## config.mk

```make
export PLATFORM = sky130hd
export DESIGN_NAME = tri_bit_packer
export DESIGN_NICKNAME = d
export VERILOG_FILES = /design/src/rtl/tri_bit_packer_pkg.sv /design/src/rtl/tri_bit_packer.sv
export SDC_FILE = /design/constraint.sdc
export NUM_CORES = 1
export LEC_CHECK = 0
export ABC_AREA = 1
export CORE_MARGIN = 4
export CORE_UTILIZATION = 40
export CTS_BUF_LIST = sky130_fd_sc_hd__clkbuf_4
export DETAILED_ROUTE_END_ITERATION = 12
export GPL_TIMING_DRIVEN = 0
export PLACE_DENSITY = 0.61
export SYNTH_ARGS = -nofsm -noshare
export SYNTH_HDL_FRONTEND = slang
export SYNTH_SLANG_ARGS = --single-unit
```

## constraint.sdc

```tcl
create_clock -name clk -period 4.3 [get_ports clk]
set_input_delay 0.86 -clock clk [delete_from_list [all_inputs] [get_ports clk]]
set_output_delay 0.86 -clock clk [all_outputs]
set_load 0.02 [all_outputs]
```

## src/rtl/tri_bit_packer_pkg.sv

```systemverilog
// Shared types and helpers for the serial-to-3-bit-chunk packer that feeds
// the longest-one detector.
package tri_bit_packer_pkg;

    typedef enum logic [1:0] {
        IDLE    = 2'd0,
        COLLECT = 2'd1,
        EMIT    = 2'd2,
        FLUSH   = 2'd3
    } state_e;

    localparam int CHUNK_W = 3;

    function automatic int ceil_div3(input int n);
        return (n + CHUNK_W - 1) / CHUNK_W;
    endfunction

endpackage

```

## src/rtl/tri_bit_packer.sv

```systemverilog
// Buffers a bit_last-framed serial stream, then replays it as contiguous
// 3-bit chunks (earliest bit in din[2]) followed by a one-cycle len_strobe.
module tri_bit_packer
    import tri_bit_packer_pkg::*;
#(
    parameter int MAX_BITS = 48,
    parameter int DEPTH    = CHUNK_W * ceil_div3(MAX_BITS),
    parameter int CW       = $clog2(DEPTH + 1)
) (
    input  logic         clk,
    input  logic         rst_n,
    input  logic         bit_in,
    input  logic         bit_valid,
    input  logic         bit_last,
    output logic         bit_ready,
    output logic [2:0]   din,
    output logic         count,
    output logic         len_strobe,
    output logic         overflow
);

    localparam logic [CW-1:0] MAX_PTR = CW'(MAX_BITS);
    localparam logic [CW-1:0] ONE     = CW'(1);

    state_e                state_q, state_d;
    logic [DEPTH-1:0]      buf_q, buf_d;
    logic [CW-1:0]         wr_ptr_q, wr_ptr_d;
    logic [CW-1:0]         nchunks_q, nchunks_d;
    logic [CW-1:0]         chunk_q, chunk_d;
    logic [CHUNK_W-1:0]    din_q, din_d;
    logic                  count_q, count_d;
    logic                  len_strobe_q, len_strobe_d;
    logic                  overflow_q, overflow_d;
    logic                  xfer;

    // Buffer index 3k is the earliest bit of chunk k and must land in din[2].
    function automatic logic [CHUNK_W-1:0] get_chunk(input logic [DEPTH-1:0] b,
                                                     input logic [CW-1:0]    k);
        logic [CW-1:0]      base;
        logic [CHUNK_W-1:0] raw;
        base = k + k + k;
        raw  = b[base +: CHUNK_W];
        return {raw[0], raw[1], raw[2]};
    endfunction

    assign bit_ready  = (state_q == IDLE) || (state_q == COLLECT);
    assign xfer       = bit_valid && bit_ready;
    assign din        = din_q;
    assign count      = count_q;
    assign len_strobe = len_strobe_q;
    assign overflow   = overflow_q;

    always_comb begin
        state_d      = state_q;
        buf_d        = buf_q;
        wr_ptr_d     = wr_ptr_q;
        nchunks_d    = nchunks_q;
        chunk_d      = chunk_q;
        overflow_d   = overflow_q;
        din_d        = '0;
        count_d      = 1'b0;
        len_strobe_d = 1'b0;

        case (state_q)
            IDLE: begin
                if (xfer) begin
                    overflow_d = 1'b0;
                    buf_d      = '0;
                    buf_d[0]   = bit_in;
                    wr_ptr_d   = ONE;
                    state_d    = COLLECT;
                    if (bit_last) begin
                        nchunks_d = ONE;
                        chunk_d   = ONE;
                        din_d     = get_chunk(buf_d, '0);
                        count_d   = 1'b1;
                        state_d   = EMIT;
                    end
                end
            end
            COLLECT: begin
                if (xfer) begin
                    if (wr_ptr_q == MAX_PTR) begin
                        overflow_d = 1'b1;
                    end else begin
                        buf_d[wr_ptr_q] = bit_in;
                        wr_ptr_d        = wr_ptr_q + ONE;
                    end
                    // Chunk 0 is presented on the same edge that accepts the last bit.
                    if (bit_last) begin
                        nchunks_d = CW'(ceil_div3(int'(wr_ptr_d)));
                        chunk_d   = ONE;
                        din_d     = get_chunk(buf_d, '0);
                        count_d   = 1'b1;
                        state_d   = EMIT;
                    end
                end
            end
            EMIT: begin
                if (chunk_q < nchunks_q) begin
                    din_d   = get_chunk(buf_q, chunk_q);
                    count_d = 1'b1;
                    chunk_d = chunk_q + ONE;
                end else begin
                    len_strobe_d = 1'b1;
                    state_d      = FLUSH;
                end
            end
            FLUSH: begin
                wr_ptr_d  = '0;
                chunk_d   = '0;
                nchunks_d = '0;
                state_d   = IDLE;
            end
            default: state_d = IDLE;
        endcase
    end

    always_ff @(posedge clk or negedge rst_n) begin
        if (!rst_n) begin
            state_q      <= IDLE;
            buf_q        <= '0;
            wr_ptr_q     <= '0;
            nchunks_q    <= '0;
            chunk_q      <= '0;
            din_q        <= '0;
            count_q      <= 1'b0;
            len_strobe_q <= 1'b0;
            overflow_q   <= 1'b0;
        end else begin
            state_q      <= state_d;
            buf_q        <= buf_d;
            wr_ptr_q     <= wr_ptr_d;
            nchunks_q    <= nchunks_d;
            chunk_q      <= chunk_d;
            din_q        <= din_d;
            count_q      <= count_d;
            len_strobe_q <= len_strobe_d;
            overflow_q   <= overflow_d;
        end
    end

endmodule

```

* Word level (Yosys, flattened, before mapping)
Cells that the tools add are included.
Word-level totals: bits in latches 0, bits in read-only memories 0, input port bits 5, memories kept 0, output and inout bits 7, register bits 74, word-level logic and storage cells 91, RAM bits 0
Operators by class: magnitude comparators 3, mux-type cells 42, multiply operators 0, divide/modulo/power cells 1, reductions and logical operators 14, equality and inequality tests 14, $add $sub $neg 6, bitwise logic cells 0, shift-type cells 1
Operators by type and width (count):
- 2-to-1 mux 48 bit | 3
- case mux 48 bit (2 select lines) | 1
- 2-to-1 mux 6 bit | 10
- case mux 6 bit (3 select lines) | 3
- bitwise mux 48 bit | 1
- variable part select 48 x 7 -> 3 bit | 1
- divider 32 x 3 -> 32 bit (second input constant) | 1
- 2-to-1 mux 3 bit | 5
- != test 2 bit (second input constant) | 7
- adder 6 x 1 -> 6 bit (second input constant) | 2
- adder 6 bit | 2
- AND reduction 4 bit | 3
- 2-to-1 mux 2 bit | 5
- 2-to-1 mux 1 bit | 9
- case mux 3 bit (3 select lines) | 1
- AND reduction 3 bit | 3
- case mux 2 bit (4 select lines) | 1
- subtractor 7 x 1 -> 8 bit (second input constant) | 1
- adder 6 x 2 -> 7 bit (second input constant) | 1
- less-than comparator 6 x 7 -> 1 bit (second input constant) | 1
- demux 1 bit (select 6 bit) | 1
- equality test 6 bit (second input constant) | 1
- >= comparator 6 x 1 -> 1 bit (second input constant) | 1
- less-than comparator 6 bit | 1
- other kinds (11) | 16

* Depth between registers and ports, before layout
word-level depth 11, gate-level depth with buffers 38, depth with buffers taken out 37

* Worst setup path before layout
OpenSTA, ideal clock, no wires.
path kind flip-flop to flip-flop, start register wr_ptr_q[0], end register nchunks_q[0], period minus slack after synthesis 4.149 ns, slack 0.151 ns, required time 4.180 ns, buffers on the path 1, setup time 0.120 ns, stages on the path, launching flop included 37, arrival 4.028 ns, path through dfrtp_1 buf_2 inv_1 ha_1 nand3_1 nor2_4 inv_1 nand3_1 inv_1 ha_1 nand3_1 nor2_2 nand2_2 nand2_2 ha_1 inv_1 nand4_1 nand2_2 nand2_2 nand4_1 nand2_2 nand2_2 nand3_2 nand3_2 nand2_1 nand2_1 inv_1 ha_1 nor2_4 nand2_2 nor2_4 nand2_2 and2_1 nor2_1 nand3_1 nand2_1 nand2_1
Between the ends: cells in the longest elaborated chain, start to end 10, elaborated cells between the ends (all ways) 11, classes of those cells add/sub (3); div (1); eq/ne (1); mux (6)
RTL lines:
- start, declared | RTL line tri_bit_packer.sv:27 | logic [CW-1:0] wr_ptr_q, wr_ptr_d;
- start signal, assigned | RTL line tri_bit_packer.sv:133 | wr_ptr_q <= wr_ptr_d;
- adder 6 x 1 -> 6 bit / equality test 6 bit (equally long branches) | RTL line tri_bit_packer.sv:87, tri_bit_packer.sv:83
- 2-to-1 mux 6 bit * | RTL line tri_bit_packer.sv:83 | if (wr_ptr_q == MAX_PTR) begin
- 2-to-1 mux 6 bit * | RTL line tri_bit_packer.sv:82 | if (xfer) begin
- 2-to-1 mux 6 bit * | RTL line tri_bit_packer.sv:64 | case (state_q)
- adder 6 x 2 -> 7 bit * | RTL line tri_bit_packer_pkg.sv:15 | return (n + CHUNK_W - 1) / CHUNK_W;
- subtractor 7 x 1 -> 8 bit * | RTL line tri_bit_packer_pkg.sv:15
- divider 32 x 3 -> 32 bit * | RTL line tri_bit_packer_pkg.sv:15
- 2-to-1 mux 6 bit * | RTL line tri_bit_packer.sv:90 | if (bit_last) begin
- 2-to-1 mux 6 bit * | RTL line tri_bit_packer.sv:82
- case mux 6 bit (3 select lines) * | RTL line tri_bit_packer.sv:64
- end signal, assigned | RTL line tri_bit_packer.sv:134 | nchunks_q <= nchunks_d;
- end, declared | RTL line tri_bit_packer.sv:28 | logic [CW-1:0] nchunks_q, nchunks_d;
Every way passes the cells marked *; elsewhere a longest branch is shown, timed or not. The select of a mux whose other input is x is not followed. A chain may end at the register's enable or synchronous reset.

* Final worst setup path
Ends and elaborated chain as after synthesis.

==> impl_metrics.py <==
metrics = {
    "grt": {
        "grt.overflow.total": 0,
        "grt_pass1_vias": 5243,
        "grt_start_max_net_pins": 63,
        "track_usage": 0.216,
        "grt_pass1_wl_mm": 27.7,
        "antenna_found_initial": 0,
    },
    "worst_setup_path": {
        "critPathSlowestCell": "dfrtp_1",
        "critPathRequiredTime_ns": 4.64,
        "crit_arrival_ns": 4.39,
        "crit_top_cell": "nand2_2",
        "critPathKind": "reg -> reg",
        "crit_fanout": 7,
        "rr_worst_depth": 37,
        "startpoint_type": "flop",
        "end_kind": "flop",
        "cpPeakStageDelay_ns": 0.40,
    },
    "drt": {
        "met3_length_um": 973,
        "num_vias": 5697,
        "drc": 0,
        "met1_length_mm": 8.48,
        "wl_met2_mm": 7.12,
        "via_per_inst": 5.53,
        "drt_iter0_drc": 607,
        "wl_mm": 17.0,
        "firstDrtPassIters": 5,
        "antenna_left": 0,
        "topRoutingLayerUsed": "met4",
        "avgRoutedWirePerCell_um": 16.5,
    },
    "timing": {
        "fin_crit_ns": 4.05,
        "fmax_ghz": 0.247,
        "hold_viol_final": 0,
        "slew_headroom": 0.319,
        "tightest_slew_ns": 1.01,
        "post-route-worst-setup-slack_ns": 0.249,
        "setup_viol": 0,
        "hold_ws_ns": 0.246,
        "slew_viol_final": 0,
        "period_share": 0.942,
        "clock_skew_ns": 0.0132,
    },
    "die": {
        "die_height_um": 126,
        "pin_count": 12,
        "core_area_um2": 13500,
        "initial_core_util": 0.415,
        "rows": 42,
        "dieWidth_um": 126,
        "die_area_um2": 16000,
    },
    "logic_synthesis": {
        "ys_ff_latch": 74,
        "syn-cell-area_um2": 5610,
        "ys_warn_count": 0,
        "synth-main-ff-cell": "dfrtp_1",
        "avgSynthCellArea_um2": 6.92,
        "ys_seq_area_frac": 0.330,
        "synth_cell_types": 39,
        "syn_nets": 837,
        "async_flop_share": 1.00,
        "syn-instance-count": 810,
        "synth_edf_count": 0,
    },
    "placement": {
        "place_congestion": 0.917,
        "place_ws_ns": -0.497,
        "io_buffers": 11,
        "hpwl_mm": 12.8,
        "postPlaceCellArea_um2": 5960,
    },
    "pwr": {
        "power.net_switching_mw": 1.79,
        "p_seq_frac": 0.230,
        "ir_drop_uv": 192,
        "p_int_mw": 1.74,
        "switching_share": 0.508,
        "pwr-share-clk": 0.145,
        "powerDensity_nw_per_um2": 557,
        "p_leak_nw": 2.72,
        "design_power_total_mw": 3.53,
        "combPwrFrac": 0.625,
    },
    "cts": {
        "cts_tree": "yes",
        "hold_buffers": 0,
        "clkSinkCount": 74,
        "clk_latency_ns": 0.45,
        "htree_levels": 3,
        "numCtsBuffers": 9,
        "cts_root_buffer": "clkbuf_4",
        "clk_pin_slew_worst_paths_ns": 0.13,
        "clock_path_buffers": 2,
    },
    "final_layout": {
        "final_area_um2": 6340,
        "area_growth_pct": 13.1,
        "layout.nets": 877,
        "diodes": 0,
        "drive_above_1_share": 0.115,
    },
    "run": {
        "cap_violations": 0,
    },
    "hold_path": {
        "hold_path_class": "in -> async",
    },
    "status": {
        "status": "completed",
    },
}
==> cell families (layout without fill, tap and decap cells) <==
| family | count (synthesis) | in the layout | synth area share |
|---|---|---|---|
| AND/OR/NAND/NOR | 335 | 335 | 0.272 |
| AO/OA/AOI/OAI | 229 | 229 | 0.230 |
| buffers and inverters | 139 | 184 | 0.0971 |
| flip-flops | 74 | 74 | 0.330 |
| adder cells (fa/ha/maj) | 22 | 22 | 0.0504 |
| XOR/XNOR | 8 | 8 | 0.0125 |
| multiplexers | 3 | 3 | 0.00759 |
==> sequential cells by signal (all words and copies together), names as in the netlist <==
name        count
overflow        1
count           1
len_strobe      1
state_q         2
buf_q          48
chunk_q         6
din             3
nchunks_q       6
wr_ptr_q        6
==> layout by cell type (no fill, tap or decap), types with 3 or more instances in the layout <==
| cell type | instances |
|---|---|
| a21oi_1 | 60 |
| buf_4 | 18 |
| buf_6 | 4 |
| clkbuf_1 | 33 |
| clkbuf_4 | 11 |
| clkdlybuf4s50_1 | 10 |
| dfrtp_1 | 74 |
| ha_1 | 17 |
| ha_4 | 3 |
| inv_1 | 91 |
| inv_2 | 9 |
| nand2_1 | 155 |
| nand2_2 | 24 |
| nand3_1 | 73 |
| nand3_2 | 9 |
| nand4_1 | 9 |
| nor2_1 | 44 |
| nor2_2 | 4 |
| nor2_4 | 3 |
| nor3_1 | 10 |
| o211ai_1 | 26 |
| o21ai_0 | 103 |
| o21ai_1 | 3 |
| o221ai_1 | 4 |
| o22ai_1 | 21 |
| xnor2_1 | 3 |
| xor2_1 | 5 |
==> cell usage after synthesis (2+ instances only) <==
master | number | share of area
inv_1 | 96 | 0.064
ha_1 | 21 | 0.047
clkbuf_1 | 33 | 0.022
a311oi_1 | 2 | 0.0031
nand3_2 | 8 | 0.014
mux2i_1 | 2 | 0.0036
xnor2_1 | 3 | 0.0047
nand2_2 | 21 | 0.023
nand4_1 | 9 | 0.010
nor2_4 | 3 | 0.0060
o211ai_1 | 26 | 0.035
a221oi_1 | 2 | 0.0031
nor2_1 | 44 | 0.029
o21ai_0 | 103 | 0.092
nor2_2 | 4 | 0.0045
o22ai_1 | 21 | 0.023
inv_2 | 5 | 0.0033
a21oi_1 | 60 | 0.054
o221ai_1 | 4 | 0.0062
buf_6 | 2 | 0.0040
dfrtp_1 | 74 | 0.33
xor2_1 | 5 | 0.0078
nor3_1 | 10 | 0.0089
o31ai_1 | 2 | 0.0027
o21ai_1 | 3 | 0.0027
nand2_1 | 158 | 0.11
nand3_1 | 76 | 0.068
a31oi_1 | 2 | 0.0022
==> power by group through the flow <==
stage | Combinational, mW | Sequential [mW] | Clock (mW)
after CTS | 2.10 | 0.809 | 0.523
after global routing | 2.47 | 0.820 | 0.556
final | 2.21 | 0.811 | 0.513
after floorplan | 1.50 | 0.831 | 0
after global placement | 2.06 | 0.826 | 0
after detailed placement | 2.06 | 0.825 | 0
==> worst max-delay path: cells and delay by family, from the launching register on <==
kind / cells / cell delay, ns
flip-flops: 1 / 0.40
adder cells (fa/ha/maj): 4 / 0.69
AND/OR/NAND/NOR: 26 / 2.36
buffers and inverters: 7 / 0.51
==> layout make-up <==
type                            instances  area (um^2)
Clock inverter                          5         78.8
Multi-Input combinational cell        597         3290
Sequential cell                        74         1850
Fill cell                            1388         7160
Tap cell                              176          220
Buffer                                 37          169
Clock buffer                           11         82.6
Inverter                              102          388
Timing Repair Buffer                   29          263
==> stage by stage <==
step	std cells	setup TNS (ns)	util
after CTS	1019	0	0.458
after global placement	997	-31.39	0.440
after detailed placement	998	-0.755	0.441
after global routing	1031	-0.0412	0.470
after floorplan	810	0	-
final	1031	0	0.470
==> final timing paths <==
| check | start | end | slack (ns) |
|---|---|---|---|
| worst min register to register | buf_q[42] | buf_q[42] | 0.53 |
| worst max register to register | wr_ptr_q[0] | nchunks_q[0] | 0.25 |
| min in group clk | buf_q[42] | buf_q[42] | 0.53 |
| worst min-delay path | rst_n | buf_q[14] | 0.25 |
| max in group asynchronous | rst_n | chunk_q[0] | 3.48 |
| worst max-delay path | wr_ptr_q[0] | nchunks_q[0] | 0.25 |
==> routing by layer <==
metal	vias to the layer above	track usage
met5	-	0
met4	0	0.0814
met3	35	0.0488
met2	155	0.301
met1	2661	0.323
li1	2846	-
==> timing repair <==
item                       in CTS  in global routing
setup buffers                   5                 12
setup endpoints to repair       2                  2
gates resized for setup         9                 15
pin swaps                       2                  9
No activity file was read; power rests on OpenSTA's default activity.
